`src/rtl/mul_div_unit.sv`:
```
// Multi-cycle multiply/divide unit owning the HI/LO registers.
// Shift-add multiply and restoring divide on unsigned magnitudes, sign fixed up in one extra cycle.
module mul_div_unit #(
    parameter int               WIDTH   = 32,
    parameter logic [WIDTH-1:0] DIV0_LO = '1
) (
    input  logic             clk,
    input  logic             rst_n,
    input  logic [WIDTH-1:0] SrcA,
    input  logic [WIDTH-1:0] SrcB,
    input  logic [2:0]       MdCtrl,
    input  logic             start,
    output logic             busy,
    output logic             done,
    output logic [WIDTH-1:0] Hi,
    output logic [WIDTH-1:0] Lo
);

    localparam logic [2:0] OP_MULT  = 3'b001;
    localparam logic [2:0] OP_MULTU = 3'b010;
    localparam logic [2:0] OP_DIV   = 3'b011;
    localparam logic [2:0] OP_DIVU  = 3'b100;
    localparam logic [2:0] OP_MTHI  = 3'b101;
    localparam logic [2:0] OP_MTLO  = 3'b110;

    localparam int             CW   = $clog2(WIDTH);
    localparam logic [CW-1:0]  LAST = CW'(WIDTH - 1);

    typedef enum logic [1:0] {
        S_IDLE,
        S_CALC,
        S_FIX,
        S_DONE
    } state_t;

    state_t r_state;
    state_t w_state_next;

    logic [CW-1:0]      r_count;
    logic               r_is_div;
    logic               r_neg_res;
    logic               r_neg_rem;
    logic [WIDTH-1:0]   r_opnd;
    logic [2*WIDTH-1:0] r_acc;
    logic [WIDTH-1:0]   r_hi;
    logic [WIDTH-1:0]   r_lo;

    logic               w_is_mul_op;
    logic               w_is_div_op;
    logic               w_is_signed;
    logic               w_div0;
    logic               w_a_neg;
    logic               w_b_neg;
    logic [WIDTH-1:0]   w_abs_a;
    logic [WIDTH-1:0]   w_abs_b;

    logic [WIDTH:0]     w_mul_sum;
    logic [2*WIDTH-1:0] w_mul_step;
    logic [WIDTH:0]     w_shift;
    logic               w_q_bit;
    logic [WIDTH-1:0]   w_diff;
    logic [WIDTH-1:0]   w_rem_next;
    logic [2*WIDTH-1:0] w_div_step;
    logic [2*WIDTH-1:0] w_prod_fixed;
    logic [WIDTH-1:0]   w_fix_hi;
    logic [WIDTH-1:0]   w_fix_lo;

    assign w_is_mul_op = (MdCtrl == OP_MULT) || (MdCtrl == OP_MULTU);
    assign w_is_div_op = (MdCtrl == OP_DIV)  || (MdCtrl == OP_DIVU);
    assign w_is_signed = (MdCtrl == OP_MULT) || (MdCtrl == OP_DIV);
    assign w_div0      = w_is_div_op && (SrcB == '0);
    assign w_a_neg     = w_is_signed && SrcA[WIDTH-1];
    assign w_b_neg     = w_is_signed && SrcB[WIDTH-1];
    assign w_abs_a     = w_a_neg ? (~SrcA + 1'b1) : SrcA;
    assign w_abs_b     = w_b_neg ? (~SrcB + 1'b1) : SrcB;

    // Multiply: accumulator high half adds the multiplicand, then the whole pair shifts right.
    assign w_mul_sum  = {1'b0, r_acc[2*WIDTH-1:WIDTH]} + (r_acc[0] ? {1'b0, r_opnd} : '0);
    assign w_mul_step = {w_mul_sum, r_acc[WIDTH-1:1]};

    // Divide: high half is the partial remainder, low half shifts dividend out and quotient in.
    // When the subtraction is taken the result is below the divisor, so WIDTH bits suffice.
    assign w_shift    = {r_acc[2*WIDTH-1:WIDTH], r_acc[WIDTH-1]};
    assign w_q_bit    = (w_shift >= {1'b0, r_opnd});
    assign w_diff     = w_shift[WIDTH-1:0] - r_opnd;
    assign w_rem_next = w_q_bit ? w_diff : w_shift[WIDTH-1:0];
    assign w_div_step = {w_rem_next, r_acc[WIDTH-2:0], w_q_bit};

    assign w_prod_fixed = r_neg_res ? (~r_acc + 1'b1) : r_acc;

    always_comb begin
        w_fix_hi = w_prod_fixed[2*WIDTH-1:WIDTH];
        w_fix_lo = w_prod_fixed[WIDTH-1:0];
        if (r_is_div) begin
            w_fix_lo = r_neg_res ? (~r_acc[WIDTH-1:0] + 1'b1) : r_acc[WIDTH-1:0];
            w_fix_hi = r_neg_rem ? (~r_acc[2*WIDTH-1:WIDTH] + 1'b1) : r_acc[2*WIDTH-1:WIDTH];
        end
    end

    always_ff @(posedge clk or negedge rst_n) begin
        if (!rst_n) begin
            r_state <= S_IDLE;
        end else begin
            r_state <= w_state_next;
        end
    end

    always_comb begin
        w_state_next = r_state;
        case (r_state)
            S_IDLE: begin
                if (start && (w_is_mul_op || w_is_div_op)) begin
                    w_state_next = w_div0 ? S_DONE : S_CALC;
                end
            end
            S_CALC: begin
                if (r_count == LAST) begin
                    w_state_next = S_FIX;
                end
            end
            S_FIX:   w_state_next = S_DONE;
            S_DONE:  w_state_next = S_IDLE;
            default: w_state_next = S_IDLE;
        endcase
    end

    always_ff @(posedge clk or negedge rst_n) begin
        if (!rst_n) begin
            r_count   <= '0;
            r_is_div  <= 1'b0;
            r_neg_res <= 1'b0;
            r_neg_rem <= 1'b0;
            r_opnd    <= '0;
            r_acc     <= '0;
            r_hi      <= '0;
            r_lo      <= '0;
        end else begin
            case (r_state)
                S_IDLE: begin
                    if (start) begin
                        if (MdCtrl == OP_MTHI) begin
                            r_hi <= SrcA;
                        end else if (MdCtrl == OP_MTLO) begin
                            r_lo <= SrcA;
                        end else if (w_div0) begin
                            r_hi <= SrcA;
                            r_lo <= DIV0_LO;
                        end else if (w_is_mul_op || w_is_div_op) begin
                            r_count   <= '0;
                            r_is_div  <= w_is_div_op;
                            r_neg_res <= w_a_neg ^ w_b_neg;
                            r_neg_rem <= w_a_neg;
                            // Multiplicand / divisor stays put; the other operand rides in the low half.
                            r_opnd    <= w_is_div_op ? w_abs_b : w_abs_a;
                            r_acc     <= {{WIDTH{1'b0}}, (w_is_div_op ? w_abs_a : w_abs_b)};
                        end
                    end
                end
                S_CALC: begin
                    r_acc   <= r_is_div ? w_div_step : w_mul_step;
                    r_count <= r_count + 1'b1;
                end
                S_FIX: begin
                    r_hi <= w_fix_hi;
                    r_lo <= w_fix_lo;
                end
                default: ;
            endcase
        end
    end

    assign busy = (r_state != S_IDLE);
    assign done = (r_state == S_DONE);
    assign Hi   = r_hi;
    assign Lo   = r_lo;

endmodule

```
`config.mk`:
```
export PLATFORM = sky130hd
export DESIGN_NAME = mul_div_unit
export DESIGN_NICKNAME = d
export VERILOG_FILES = /design/src/rtl/mul_div_unit.sv
export SDC_FILE = /design/constraint.sdc
export NUM_CORES = 1
export LEC_CHECK = 0
export CAP_MARGIN = 40
export CORE_ASPECT_RATIO = 1.5
export CORE_MARGIN = 10
export CORE_UTILIZATION = 50
export DETAILED_ROUTE_END_ITERATION = 7
export GPL_TIMING_DRIVEN = 0
export PLACE_DENSITY = 0.68
export REMOVE_ABC_BUFFERS = 1
export SLEW_MARGIN = 20
export SYNTH_ARGS = -nofsm -noshare
export SYNTH_HDL_FRONTEND = slang
export SYNTH_SLANG_ARGS = --single-unit
```
`constraint.sdc`:
```
create_clock -name clk -period 8.7 [get_ports clk]
set_input_delay 1.74 -clock clk [delete_from_list [all_inputs] [get_ports clk]]
set_output_delay 1.74 -clock clk [all_outputs]
set_load 0.1 [all_outputs]
```
Word-level counts from Yosys, hierarchy flattened
Cells that the tools add are included.
{"block": "classes", "addsub": 8, "mul": 0, "n_div": 0, "n_lt_le_gt_ge": 1, "eq_ne": 20, "n_shift": 0, "n_mux": 38, "bitwise": 9, "reduce_logical": 18}
{"cell": "$mux 32", "count": 18}
{"cell": "$mux 64", "count": 7}
{"cell": "$add 32x1->32 const B", "count": 4}
{"cell": "$not 32->32", "count": 4}
{"cell": "$pmux 32 s2", "count": 2}
{"cell": "$pmux 64 s2", "count": 1}
{"cell": "$add 64x1->64 const B", "count": 1}
{"cell": "$not 64->64", "count": 1}
{"cell": "$add 32x32->33", "count": 1}
{"cell": "$ge 33x32->1", "count": 1}
{"cell": "$logic_not 32->1", "count": 1}
{"cell": "$sub 32x32->32", "count": 1}
{"cell": "$mux 5", "count": 5}
{"cell": "$ne 2x2->1 const B", "count": 7}
{"cell": "$reduce_and 6->1", "count": 2}
{"cell": "$pmux 5 s2", "count": 1}
{"cell": "$eq 3x3->1 const B", "count": 3}
{"cell": "$ne 3x3->1 const B", "count": 3}
{"cell": "$pmux 2 s4", "count": 1}
{"cell": "$reduce_and 4->1", "count": 2}
{"cell": "$eq 3x2->1 const B", "count": 2}
{"cell": "$mux 2", "count": 3}
{"cell": "$reduce_bool 2->1", "count": 3}
{"cell": "$add 5x1->5 const B", "count": 1}
{"cell": "other kinds (10)", "count": 19}
{"block": "totals", "regBits": 170, "latch_bits": 0, "ramBits": 0, "mem_bits_ro": 0, "in_bits": 70, "output_inout_bits": 66, "elab_cells": 103, "n_memories": 0}

Logic depth before layout (Yosys ltp)
{"block": "depth", "depth_word": 11, "ltp_mapped": 14}

Worst setup path after synthesis
Ideal clock, no wire load.
{"block": "synth_timing", "path_kind": "input port to flip-flop", "start": "input SrcB[9]", "end": "register r_acc[23]", "setup_ns": 0.116, "t_arrival_ns": 4.156, "required_ns": 8.584, "slack_ns": 4.428, "cell_stages": 10, "cell_sequence": "or4_1 nor3_1 nand4_1 o2111ai_1 buf_2 a21boi_2 buf_2 buf_2 nand2_1 o311ai_0"}
{"block": "synth_via", "elab_chain_cells": 10, "elab_cells_between_ends": 14, "classes_between": "1 x add/sub; 1 x eq/ne; 8 x mux; 1 x bitwise; 3 x reduce/logical"}
{"item": "from (decl)", "line": "10", "rtl": "input logic [WIDTH-1:0] SrcB,"}
{"item": "$not 32->32", "line": "75", "rtl": "assign w_abs_b = w_b_neg ? (~SrcB + 1'b1) : SrcB;"}
{"item": "$add 32x1->32", "line": "75"}
{"item": "$mux 32", "line": "75"}
{"item": "$mux 32", "line": "155", "rtl": "r_acc <= {{WIDTH{1'b0}}, (w_is_div_op ? w_abs_a : w_abs_b)};"}
{"item": "$mux 64", "line": "148", "rtl": "end else if (w_is_mul_op || w_is_div_op) begin"}
{"item": "$mux 64", "line": "145", "rtl": "end else if (w_div0) begin"}
{"item": "$mux 64", "line": "143", "rtl": "end else if (MdCtrl == OP_MTLO) begin"}
{"item": "$mux 64", "line": "141", "rtl": "if (MdCtrl == OP_MTHI) begin"}
{"item": "$mux 64", "line": "140", "rtl": "if (start) begin"}
{"item": "$pmux 64 s2", "line": "138", "rtl": "case (r_state)"}
{"item": "to (signal assigned)", "line": "155"}
{"item": "to (signal assigned)", "line": "160", "rtl": "r_acc <= r_is_div ? w_div_step : w_mul_step;"}
{"item": "to (decl)", "line": "44", "rtl": "logic [2*WIDTH-1:0] r_acc;"}
Several ways; a longest one is shown, not always the timed one. The select of a mux whose other input is x is not followed.
A chain may end at the register's enable or synchronous reset.

Worst setup path after layout
{"block": "layout_timing", "start": "input SrcB[7]", "end": "register r_acc[56]"}
{"block": "layout_via", "elab_chain_cells": 4}
{"item": "$logic_not 32->1", "line": "71", "rtl": "assign w_div0 = w_is_div_op && (SrcB == '0);"}
{"item": "$logic_and 1x1->1", "line": "71"}
{"item": "$ne 2x2->1 (no source line)"}
{"item": "$reduce_and 6->1 (no source line)"}
No other way between the ends.

==> summary.txt <==
Status
  • Status: completed

Power and ir drop
  • Sw Pwr: between 4 and 5 mW
  • Max IR drop VDD: 0.000210 V
  • Combinational Power Share: 73.7%
  • P_leak: ~8 nW
  • Clock power frac: 8.3%
  • P per Cell Area: 470 mW/mm2
  • Reg power frac: between 10% and 20%
  • Int Power: approximately 4.2 mW
  • Sw Ratio: 54.0%

Floorplan
  • Initial cell density of the core: 50.8%
  • Total core area: 0.0304 mm2
  • Die Span Y: 235 um
  • Ports: ~140
  • Core Rows: 78
  • Die Width: 163 um
  • Die area: 0.0384 mm2

Final layout
  • Seq. cell area: 0.00426 mm2
  • Area growth from synthesis to layout: 25.4%
  • Fill cells: 2640
  • Area occupied by multi-input gates: 0.0105 mm2
  • Highest-count cells in the layout ignoring fill and taps: 271 x nand2_1, 238 x o21ai_0, 187 x nor2_1
  • Ratio of cells with drive above 1 in the final layout: 8.46%
  • Final instance area: 0.0193 mm2
  • # nets final: 2309
  • Diodes inserted: 0
  • Most common cell after layout, fill and taps aside: nand2_1

Global route
  • Initial antenna violation count: 2
  • Vias in the first global route: 15700
  • First-pass GRT wire length: between 80000 and 90000 um
  • Largest net degree at the start of global routing: 92
  • Gr usage total: 28.9%
  • Total grt overflow: 0

Place
  • Dpl ws: 1930 ps
  • Placer Congestion: 0.987
  • DP HPWL: 44100 um
  • Placed Area: 0.0187 mm2
  • Port bufs: 135

Timing
  • Fin. max-slew vios: 0
  • Slew HR: 37.8%
  • Hold Violations, Final: 0
  • Final period utilization: 74.7%
  • Worst hold slack: 485 ps
  • Clock skew: 11.7 ps
  • Finish-stage setup viols: 0
  • Max Fclk: around 150 MHz
  • PnR worst setup slack: 2200 ps
  • Worst Tran Pin Value: ~900 ps
  • Minimum clock period: 6500 ps
  • RSZ-0062 raised after global routing: no

Route
  • DRC: 0
  • Final wirelength: 56600 um
  • Initial DRC Count: 1201
  • Met3 routed WL: about 3200 um
  • Via density: a little over 6
  • Met1 wire length: 22000 um
  • Wire per inst: 22.0 um
  • Met2 wire length: 28900 um
  • Top routing layer used: met5
  • DRT Pass-1 Iters: 6
  • Vias: roughly 16000
  • DRT antenna net count: 0

Worst setup path
  • Slowest stage delay, CP: ~750 ps
  • Worst setup EP type: flip-flop
  • Req. time, crit path: 9040 ps
  • WP data arrival: ~6800 ps
  • Critical path type: in -> reg
  • CP delay by family, top: simple AND/OR/NAND/NOR gates
  • Cell chain of the critical path: clkdlybuf4s50_1, or4_1, nor3_1, nand4_1, o2111ai_4, buf_16, a21oi_2, buf_6, nand2_1, nor2_1, a222oi_1, nand3b_1
  • Crit-path slowest cell: o2111ai_4
  • Max FO, Critical Path: 22
  • Worst setup SP type: input pin
  • Crit path buf inv count: 3

Synthesis
  • Post-synth cell types: 77
  • #FFs+latches synth: 170
  • YS warnings: 0
  • Post-synth top area cell: dfrtp_1
  • Number of synthesized flops with an enable pin: 0
  • Top_reg_cell synth: dfrtp_1
  • Synthesized area per cell: 7.57 um2
  • Asr flop ratio synth: 100%
  • Synth Cell Area: 0.0154 mm2
  • Area fraction of the dominant cell type after synthesis: 27.6%
  • Synth top area cells: dfrtp_1 28%, o21ai_0 7.8%, nand2_1 6.6%
  • Sequential share of the synthesized area: 27.6%
  • Post-Syn Instances: 2037

CTS
  • Post-CTS Hold Buffers: 0
  • Clock latency on the worst-skew pair: between 400 and 500 ps
  • Post-CTS setup buffer count: 0
  • CTS buffer count: 17
  • CTS sink cnt: 170
  • PostCTS Resize Cnt: 0
  • Htree depth: 4
  • CTS max path bufs: 2
  • Root Driver: clkbuf_16
  • CTS tree: built
  • Clk slew on worst S/H paths: 70 ps

Hold path
  • Hold WC Path Type: reg -> reg

Flow run
  • Max Cap Violations: 0
## through the flow
stage / TNS [ps] / utilization, % / power [mW] / cells
detailed placement: 0 / 61.7 / 8.24 / 2541
finish: 0 / 63.7 / 9.08 / 2576
CTS: 0 / 63.6 / 9.02 / 2573
global placement: -1241490 / 55.3 / 7.31 / 2447
floorplan: -258930 / - / 5.78 / 1912
global route: 0 / 63.7 / 9.66 / 2576
## cell usage after synthesis, types with 5 or more instances
library cell  instances
a211oi_1             33
a21o_1               37
a21oi_1             177
a22o_1                7
a22oi_1               9
a31oi_1              17
and2_1               12
and3_1               12
buf_1                10
buf_2                 7
clkbuf_1            107
dfrtp_1             170
ha_1                 74
inv_1                69
mux2_2               27
mux2i_1              46
nand2_1             271
nand2b_1             11
nand3_1              31
nand3b_1              8
nand4_1              14
nor2_1              187
nor2b_1              22
nor3_1               31
nor3b_1               7
nor4_1               20
o2111ai_1             5
o211ai_1             26
o21a_1               11
o21ai_0             239
o21ai_1              10
o21bai_1              7
o311ai_0              6
o31a_1                5
o31ai_1              21
o41ai_1              17
or2_2                 5
or3_1                22
or4_1                23
xnor2_1              79
xor2_1               85
## final timing paths
check	from	to	slack (ps)	cells after the start
worst max-delay path	SrcB[7]	r_acc[56]$_DFFE_PN0P_	2200	12
worst min-delay path	Lo[0]$_DFFE_PN0P_	Lo[0]$_DFFE_PN0P_	480	2
worst max register to register	r_acc[0]$_DFFE_PN0P_	r_acc[63]$_DFFE_PN0P_	4040	12
worst min register to register	Lo[0]$_DFFE_PN0P_	Lo[0]$_DFFE_PN0P_	480	2
max in group asynchronous	rst_n	r_acc[11]$_DFFE_PN0P_	6500	2
min in group asynchronous	rst_n	r_opnd[28]$_DFFE_PN0P_	1290	1
## power by group through the flow
stage	registers (mW)	logic, mW	clock network (mW)
floorplan	2.56	3.21	0
global placement	1.67	5.64	0
detailed placement	1.65	6.59	0
CTS	1.64	6.62	0.765
global route	1.68	7.19	0.794
finish	1.63	6.70	0.757
## sequential cells by signal, indices dropped and copies added, names as in the netlist
| register | cells |
|---|---|
| r_opnd | 32 |
| r_state | 2 |
| r_acc | 64 |
| r_neg_rem | 1 |
| r_is_div | 1 |
| r_neg_res | 1 |
| Hi | 32 |
| Lo | 32 |
| r_count | 5 |
## cell families after synthesis
logic type | Yosys count | synth area share [%]
xor gates and xnor gates | 164 | 9.32
DFF | 170 | 27.6
and+or+nand+nor | 691 | 20.7
adders and majority gates | 76 | 6.27
AOI/OAI and AO/OA | 668 | 26.3
muxes | 73 | 4.96
buffers and inverters | 195 | 4.81
## area by class of cell
class | count | share of cell area (%)
multi-input combinational | 1672 | 54.5
sequential | 170 | 22.0
timing repair buffer | 232 | 16.6
tap | 400 | 2.59
clock buffer | 19 | 2.29
inverter | 70 | 1.36
clock inverter | 13 | 0.621
## metal layers
metal,up-vias,global-route usage [%]
li1,7574,-
met4,4,13.4
met1,7584,34.2
met3,139,3.88
met5,-,0
met2,601,50.3
## worst register-to-register path, delay by kind of cell, from the launching register on
| family | cells | cell delay, ps |
|---|---|---|
| adders and majority gates | 1 | 340 |
| and+or+nand+nor | 2 | 300 |
| AOI/OAI and AO/OA | 8 | 2880 |
| DFF | 1 | 480 |
| buffers and inverters | 1 | 560 |
Power figures use the tool's default switching activity.
